## src/rtl/pipeline_hazard_ctrl.sv

```systemverilog
// Pipeline hazard and sequencing controller.
// Drives stall/flush controls for the PC, F/D and D/E registers. It handles
// taken branches resolved in E, load-use hazards between D and E, and
// serializing instructions that must drain older work before they issue.
// It also keeps the stall-cycle and branch-flush performance counters.
module pipeline_hazard_ctrl #(
  parameter int unsigned LU_STALL_CYCLES = 1,
  parameter int unsigned BR_FLUSH_CYCLES = 1,
  parameter int unsigned DRAIN_CYCLES    = 3,
  parameter int unsigned CNT_W           = 32
) (
  input  logic             clk_i,
  input  logic             rst_i,
  input  logic [4:0]       rs1_d_i,
  input  logic [4:0]       rs2_d_i,
  input  logic             rs1_used_d_i,
  input  logic             rs2_used_d_i,
  input  logic             serial_d_i,
  input  logic [4:0]       rd_e_i,
  input  logic             regwen_e_i,
  input  logic             memread_e_i,
  input  logic             pcsel_e_i,
  input  logic             cnt_clr_i,
  output logic             pc_stop_o,
  output logic             fd_flush_o,
  output logic             de_flush_o,
  output logic             de_nop_o,
  output logic [1:0]       state_o,
  output logic [CNT_W-1:0] stall_cnt_o,
  output logic [CNT_W-1:0] flush_cnt_o
);

  typedef enum logic [1:0] {
    StRun     = 2'd0,
    StLuStall = 2'd1,
    StBrFlush = 2'd2,
    StDrain   = 2'd3
  } state_e;

  // rem only ever holds (cycles - 1), so $clog2 of the largest count is enough.
  localparam int unsigned MaxLuBr    = (LU_STALL_CYCLES > BR_FLUSH_CYCLES) ?
                                       LU_STALL_CYCLES : BR_FLUSH_CYCLES;
  localparam int unsigned MaxCycles  = (MaxLuBr > DRAIN_CYCLES) ? MaxLuBr : DRAIN_CYCLES;
  localparam int unsigned RemW       = (MaxCycles > 1) ? $clog2(MaxCycles) : 1;

  localparam logic [RemW-1:0] LuRem  = RemW'(LU_STALL_CYCLES - 1);
  localparam logic [RemW-1:0] BrRem  = RemW'(BR_FLUSH_CYCLES - 1);
  localparam logic [RemW-1:0] DrRem  = RemW'(DRAIN_CYCLES - 1);
  localparam logic [RemW-1:0] RemOne = RemW'(1);

  state_e          state_q, state_d;
  logic [RemW-1:0] rem_q, rem_d;
  logic            drained_q, drained_d;
  logic            lu_haz;

  logic [CNT_W-1:0] stall_cnt_q, flush_cnt_q;
  logic             stall_inc, flush_inc;

  // Load-use: E is a load writing a nonzero rd that D reads.
  always_comb begin
    lu_haz = memread_e_i & regwen_e_i & (rd_e_i != 5'd0) &
             ((rs1_used_d_i & (rs1_d_i == rd_e_i)) |
              (rs2_used_d_i & (rs2_d_i == rd_e_i)));
  end

  // State register: FSM state, remaining-cycle counter and drained flag.
  always_ff @(posedge clk_i) begin
    if (rst_i) begin
      state_q   <= StRun;
      rem_q     <= '0;
      drained_q <= 1'b0;
    end else begin
      state_q   <= state_d;
      rem_q     <= rem_d;
      drained_q <= drained_d;
    end
  end

  // Next-state logic; a taken branch overrides everything in every state.
  always_comb begin
    state_d   = state_q;
    rem_d     = rem_q;
    drained_d = drained_q;
    if (pcsel_e_i) begin
      // The D instruction is wrong-path, so any pending drain is void.
      drained_d = 1'b0;
      if (BR_FLUSH_CYCLES > 1) begin
        state_d = StBrFlush;
        rem_d   = BrRem;
      end else begin
        state_d = StRun;
        rem_d   = '0;
      end
    end else begin
      unique case (state_q)
        StRun: begin
          if (lu_haz) begin
            if (LU_STALL_CYCLES > 1) begin
              state_d = StLuStall;
              rem_d   = LuRem;
            end
          end else if (serial_d_i && !drained_q) begin
            if (DRAIN_CYCLES > 1) begin
              state_d = StDrain;
              rem_d   = DrRem;
            end else begin
              drained_d = 1'b1;
            end
          end else begin
            // D advances this cycle, so the drain credit is consumed.
            drained_d = 1'b0;
          end
        end
        StLuStall, StBrFlush: begin
          rem_d = rem_q - RemOne;
          if (rem_q == RemOne) begin
            state_d = StRun;
          end
        end
        StDrain: begin
          rem_d = rem_q - RemOne;
          if (rem_q == RemOne) begin
            state_d   = StRun;
            drained_d = 1'b1;
          end
        end
      endcase
    end
  end

  // Mealy output decode; reset forces a flush of F/D and D/E.
  always_comb begin
    pc_stop_o  = 1'b0;
    fd_flush_o = 1'b0;
    de_flush_o = 1'b0;
    de_nop_o   = 1'b0;
    if (rst_i) begin
      fd_flush_o = 1'b1;
      de_flush_o = 1'b1;
    end else if (pcsel_e_i) begin
      fd_flush_o = 1'b1;
      de_flush_o = 1'b1;
    end else begin
      unique case (state_q)
        StRun: begin
          if (lu_haz || (serial_d_i && !drained_q)) begin
            pc_stop_o = 1'b1;
            de_nop_o  = 1'b1;
          end
        end
        StLuStall, StDrain: begin
          pc_stop_o = 1'b1;
          de_nop_o  = 1'b1;
        end
        StBrFlush: begin
          fd_flush_o = 1'b1;
          de_flush_o = 1'b1;
        end
      endcase
    end
  end

  always_comb begin
    state_o   = state_q;
    stall_inc = pc_stop_o & ~fd_flush_o;
    flush_inc = pcsel_e_i;
  end

  // Performance counters; clear wins over the same cycle's increment.
  always_ff @(posedge clk_i) begin
    if (rst_i || cnt_clr_i) begin
      stall_cnt_q <= '0;
      flush_cnt_q <= '0;
    end else begin
      if (stall_inc) begin
        stall_cnt_q <= stall_cnt_q + CNT_W'(1);
      end
      if (flush_inc) begin
        flush_cnt_q <= flush_cnt_q + CNT_W'(1);
      end
    end
  end

  assign stall_cnt_o = stall_cnt_q;
  assign flush_cnt_o = flush_cnt_q;

endmodule

```

## config.mk

```make
export PLATFORM = sky130hd
export DESIGN_NAME = pipeline_hazard_ctrl
export DESIGN_NICKNAME = d
export VERILOG_FILES = /design/src/rtl/pipeline_hazard_ctrl.sv
export SDC_FILE = /design/constraint.sdc
export NUM_CORES = 1
export LEC_CHECK = 0
export CAP_MARGIN = 0
export CORE_MARGIN = 2
export CORE_UTILIZATION = 30
export DETAILED_ROUTE_END_ITERATION = 12
export PLACE_DENSITY = 0.65
export SYNTH_ARGS = -nofsm -noshare
export SYNTH_HDL_FRONTEND = slang
export SYNTH_SLANG_ARGS = --single-unit
```

## constraint.sdc

```tcl
create_clock -name clk_i -period 5.5 [get_ports clk_i]
set_input_delay 1.1 -clock clk_i [delete_from_list [all_inputs] [get_ports clk_i]]
set_output_delay 1.1 -clock clk_i [all_outputs]
set_load 0.01 [all_outputs]
```

==> flow_metrics.env <==
export IMPL_cp_common_cell="clkdlybuf4s50_1"
export IMPL_cts_hold_buf=0
export IMPL_status="finished clean"
export IMPL_ys_async_sr_fraction=0
export IMPL_cts_root_buffer="clkbuf_8"
export IMPL_synth_cell_type_count=45
export IMPL_grt_max_degree=63
export IMPL_cp_cell_sequence="clkdlybuf4s50_1 -> or4_1 -> o211a_1 -> a21boi_2 -> buf_4 -> nor2_1 -> clkdlybuf4s50_1"
export IMPL_layout_commonest_cell="clkdlybuf4s50_1"
export IMPL_drt_iter0_drc=85
export IMPL_cts_setup_buffers=0
export IMPL_worst_pin_slew_ns=1.05
export IMPL_cts_resized=0
export IMPL_path_class="in -> out"
export IMPL_synth_seq_cells=68
export IMPL_timing_setup_tns_ns=0
export IMPL_worstPathArrival_ns=3.46
export IMPL_via_per_inst=5.25
export IMPL_synth_top_area_share=0.405
export IMPL_yosysSeqAreaShare=0.405
export IMPL_cts_tree="done"
export IMPL_drtAntennaViolNets=0
export IMPL_drt_pass1_iterations=4
export IMPL_slowest_delay_ns=0.59
export IMPL_grt_pass1_vias=3186
export IMPL_synth_ff_type="dfxtp_1"
export IMPL_syn_nets=428
export IMPL_leakagePower_nw=1.40
export IMPL_period_share=0.830
export IMPL_crit_fanout=27
export IMPL_setup_worst_path_end_class="output port"
export IMPL_hp_class="reg -> reg"
export IMPL_syn_to_final_growth_pct=35.2
export IMPL_p_per_area_nw_per_um2=198
export IMPL_die_y_microns=110
export IMPL_rows=38
export IMPL_synth_area_top_cells="dfxtp_1, a21oi_1, xnor2_1, nor2_1, or3_1"
export IMPL_diodes=0
export IMPL_clkTransAtPathRegs_ns=0.07
export IMPL_ff_latch_area_sq_um=1360
export IMPL_place_hpwl_microns=6290
export IMPL_dpl_cell_area_sq_um=4390
export IMPL_gp_congestion=0.760
export IMPL_die_x_microns=110
export IMPL_drive_gt1_frac=0.0507
export IMPL_io_buffer_count=93
export IMPL_clkSinkCount=68
export IMPL_cp_slowest_cell="or4_1"
export IMPL_final_setup_viol_count=0
export IMPL_peakVddDrop_mv=0.130
export IMPL_crit_required_ns=4.40
export IMPL_rsz0062_at_grt="no"
export IMPL_synth_area_sq_um=3360
export IMPL_start_util=0.309
export IMPL_critPathLaunchType="input pin"
export IMPL_grt_pass1_wl_microns=14500
export IMPL_cts_max_level=3
export IMPL_yosysTopAreaCell="dfxtp_1"
export IMPL_clockBufferDepth=2
export IMPL_die_area_sq_um=12100
export IMPL_rrSetupSlack_ns=3.22
export IMPL_cts_buffers=9
export IMPL_design_area_sq_um=4540
export IMPL_final_hold_viol_count=0
export IMPL_fill_cells=1096
export IMPL_postSynthCellCount=401
export IMPL_skew_ns=0.00770
export IMPL_grt_usage=0.149
export IMPL_multi_input_area_sq_um=1860
export IMPL_clk_latency_ns=0.33
export IMPL_nNetsFinal=516
export IMPL_num_io_pins=94
export IMPL_period_needed_ns=4.56
export IMPL_syn_avg_cell_area_sq_um=8.38
export IMPL_drcViolationCount=0
export IMPL_final_cell_mix="clkdlybuf4s50_1, dfxtp_1, nor2_1"
export IMPL_wire_per_inst_microns=14.1
export IMPL_via_count=3326
export IMPL_drv_slew=0
export IMPL_fmax_mhz=219
export IMPL_grt_overflow=0
export IMPL_synth_edf_count=0
export IMPL_maxCapViolCount=0
export IMPL_wl_microns=8940
export IMPL_yosysWarnings=0
export IMPL_relSlewSlack=0.301
export IMPL_core_area_sq_um=10900
export IMPL_antenna_found_initial=0
==> through the flow <==
step,util,power [mW],std cells,hold WS (ns),setup WS [ns]
2_1_floorplan,-,0.540,401,0.442,1.85
3_3_place_gp,0.403,0.570,618,0.448,1.03
3_5_place_dp,0.403,0.571,618,0.461,0.960
4_1_cts,0.417,0.907,633,0.477,0.946
5_1_grt,0.417,0.931,633,0.511,0.846
6_report,0.417,0.899,633,0.480,0.937
==> power breakdown <==
| part | switching (mW) | internal, mW | leakage (nW) |
|---|---|---|---|
| Sequential | 0.00202 | 0.494 | 0.548 |
| Combinational | 0.0326 | 0.0310 | 0.774 |
| Clock | 0.180 | 0.160 | 0.0800 |
==> final cells by class <==
cell class,count,area share
Clock buffer,12,0.0298
Tap cell,140,0.0386
Clock inverter,3,0.00331
Inverter,10,0.00827
Multi-Input combinational cell,304,0.410
Sequential cell,68,0.300
Timing Repair Buffer,96,0.210
==> cells in the mapped netlist (3+ instances only) <==
| library cell | count |
|---|---|
| dfxtp_1 | 68 |
| nor2_1 | 40 |
| a21oi_1 | 37 |
| nand3_1 | 28 |
| nand2_1 | 25 |
| o21ai_0 | 24 |
| or3_1 | 23 |
| xnor2_1 | 20 |
| nand4_1 | 16 |
| xor2_1 | 16 |
| clkbuf_1 | 11 |
| o31ai_1 | 11 |
| or4_1 | 11 |
| inv_1 | 10 |
| and3_1 | 8 |
| nor3_1 | 5 |
| and4_1 | 4 |
| buf_4 | 4 |
| buf_2 | 3 |
| ha_1 | 3 |
| mux2i_1 | 3 |
==> final timing paths <==
path | start | to | cells past startpoint
worst max-delay path | rd_e_i[1] | de_nop_o | 7
worst min-delay path | drained_q | drained_q | 1
worst max register to register | stall_cnt_o[5] | stall_cnt_o[26] | 6
worst min register to register | drained_q | drained_q | 1
==> worst max-delay path, delay by kind of cell <==
family,cells,cell delay (ns)
AOI/OAI and AO/OA,2,0.41
buffers and inverters,3,1.23
and+or+nand+nor,2,0.71
==> routing by layer <==
metal,routed length [microns],track usage
met3,719,0.0504
met2,4310,0.254
met4,89,0.0461
met5,0,0
met1,3830,0.176
==> flip-flops by register name, summed over array words and instances, names as in the netlist <==
signal	cells
flush_cnt_o	32
stall_cnt_o	32
rem_q	2
drained_q	1
state_o	1
==> cell families (layout without fill, tap and decap cells) <==
logic type,count (synthesis),in the layout,synth area share
and+or+nand+nor,174,174,0.285
xor gates and xnor gates,36,36,0.0939
buffers and inverters,29,121,0.0402
muxes,3,3,0.00894
DFF,68,68,0.405
adders and majority gates,3,3,0.0112
AOI/OAI and AO/OA,88,88,0.156
Note: power is estimated with default switching activity, not from simulation.
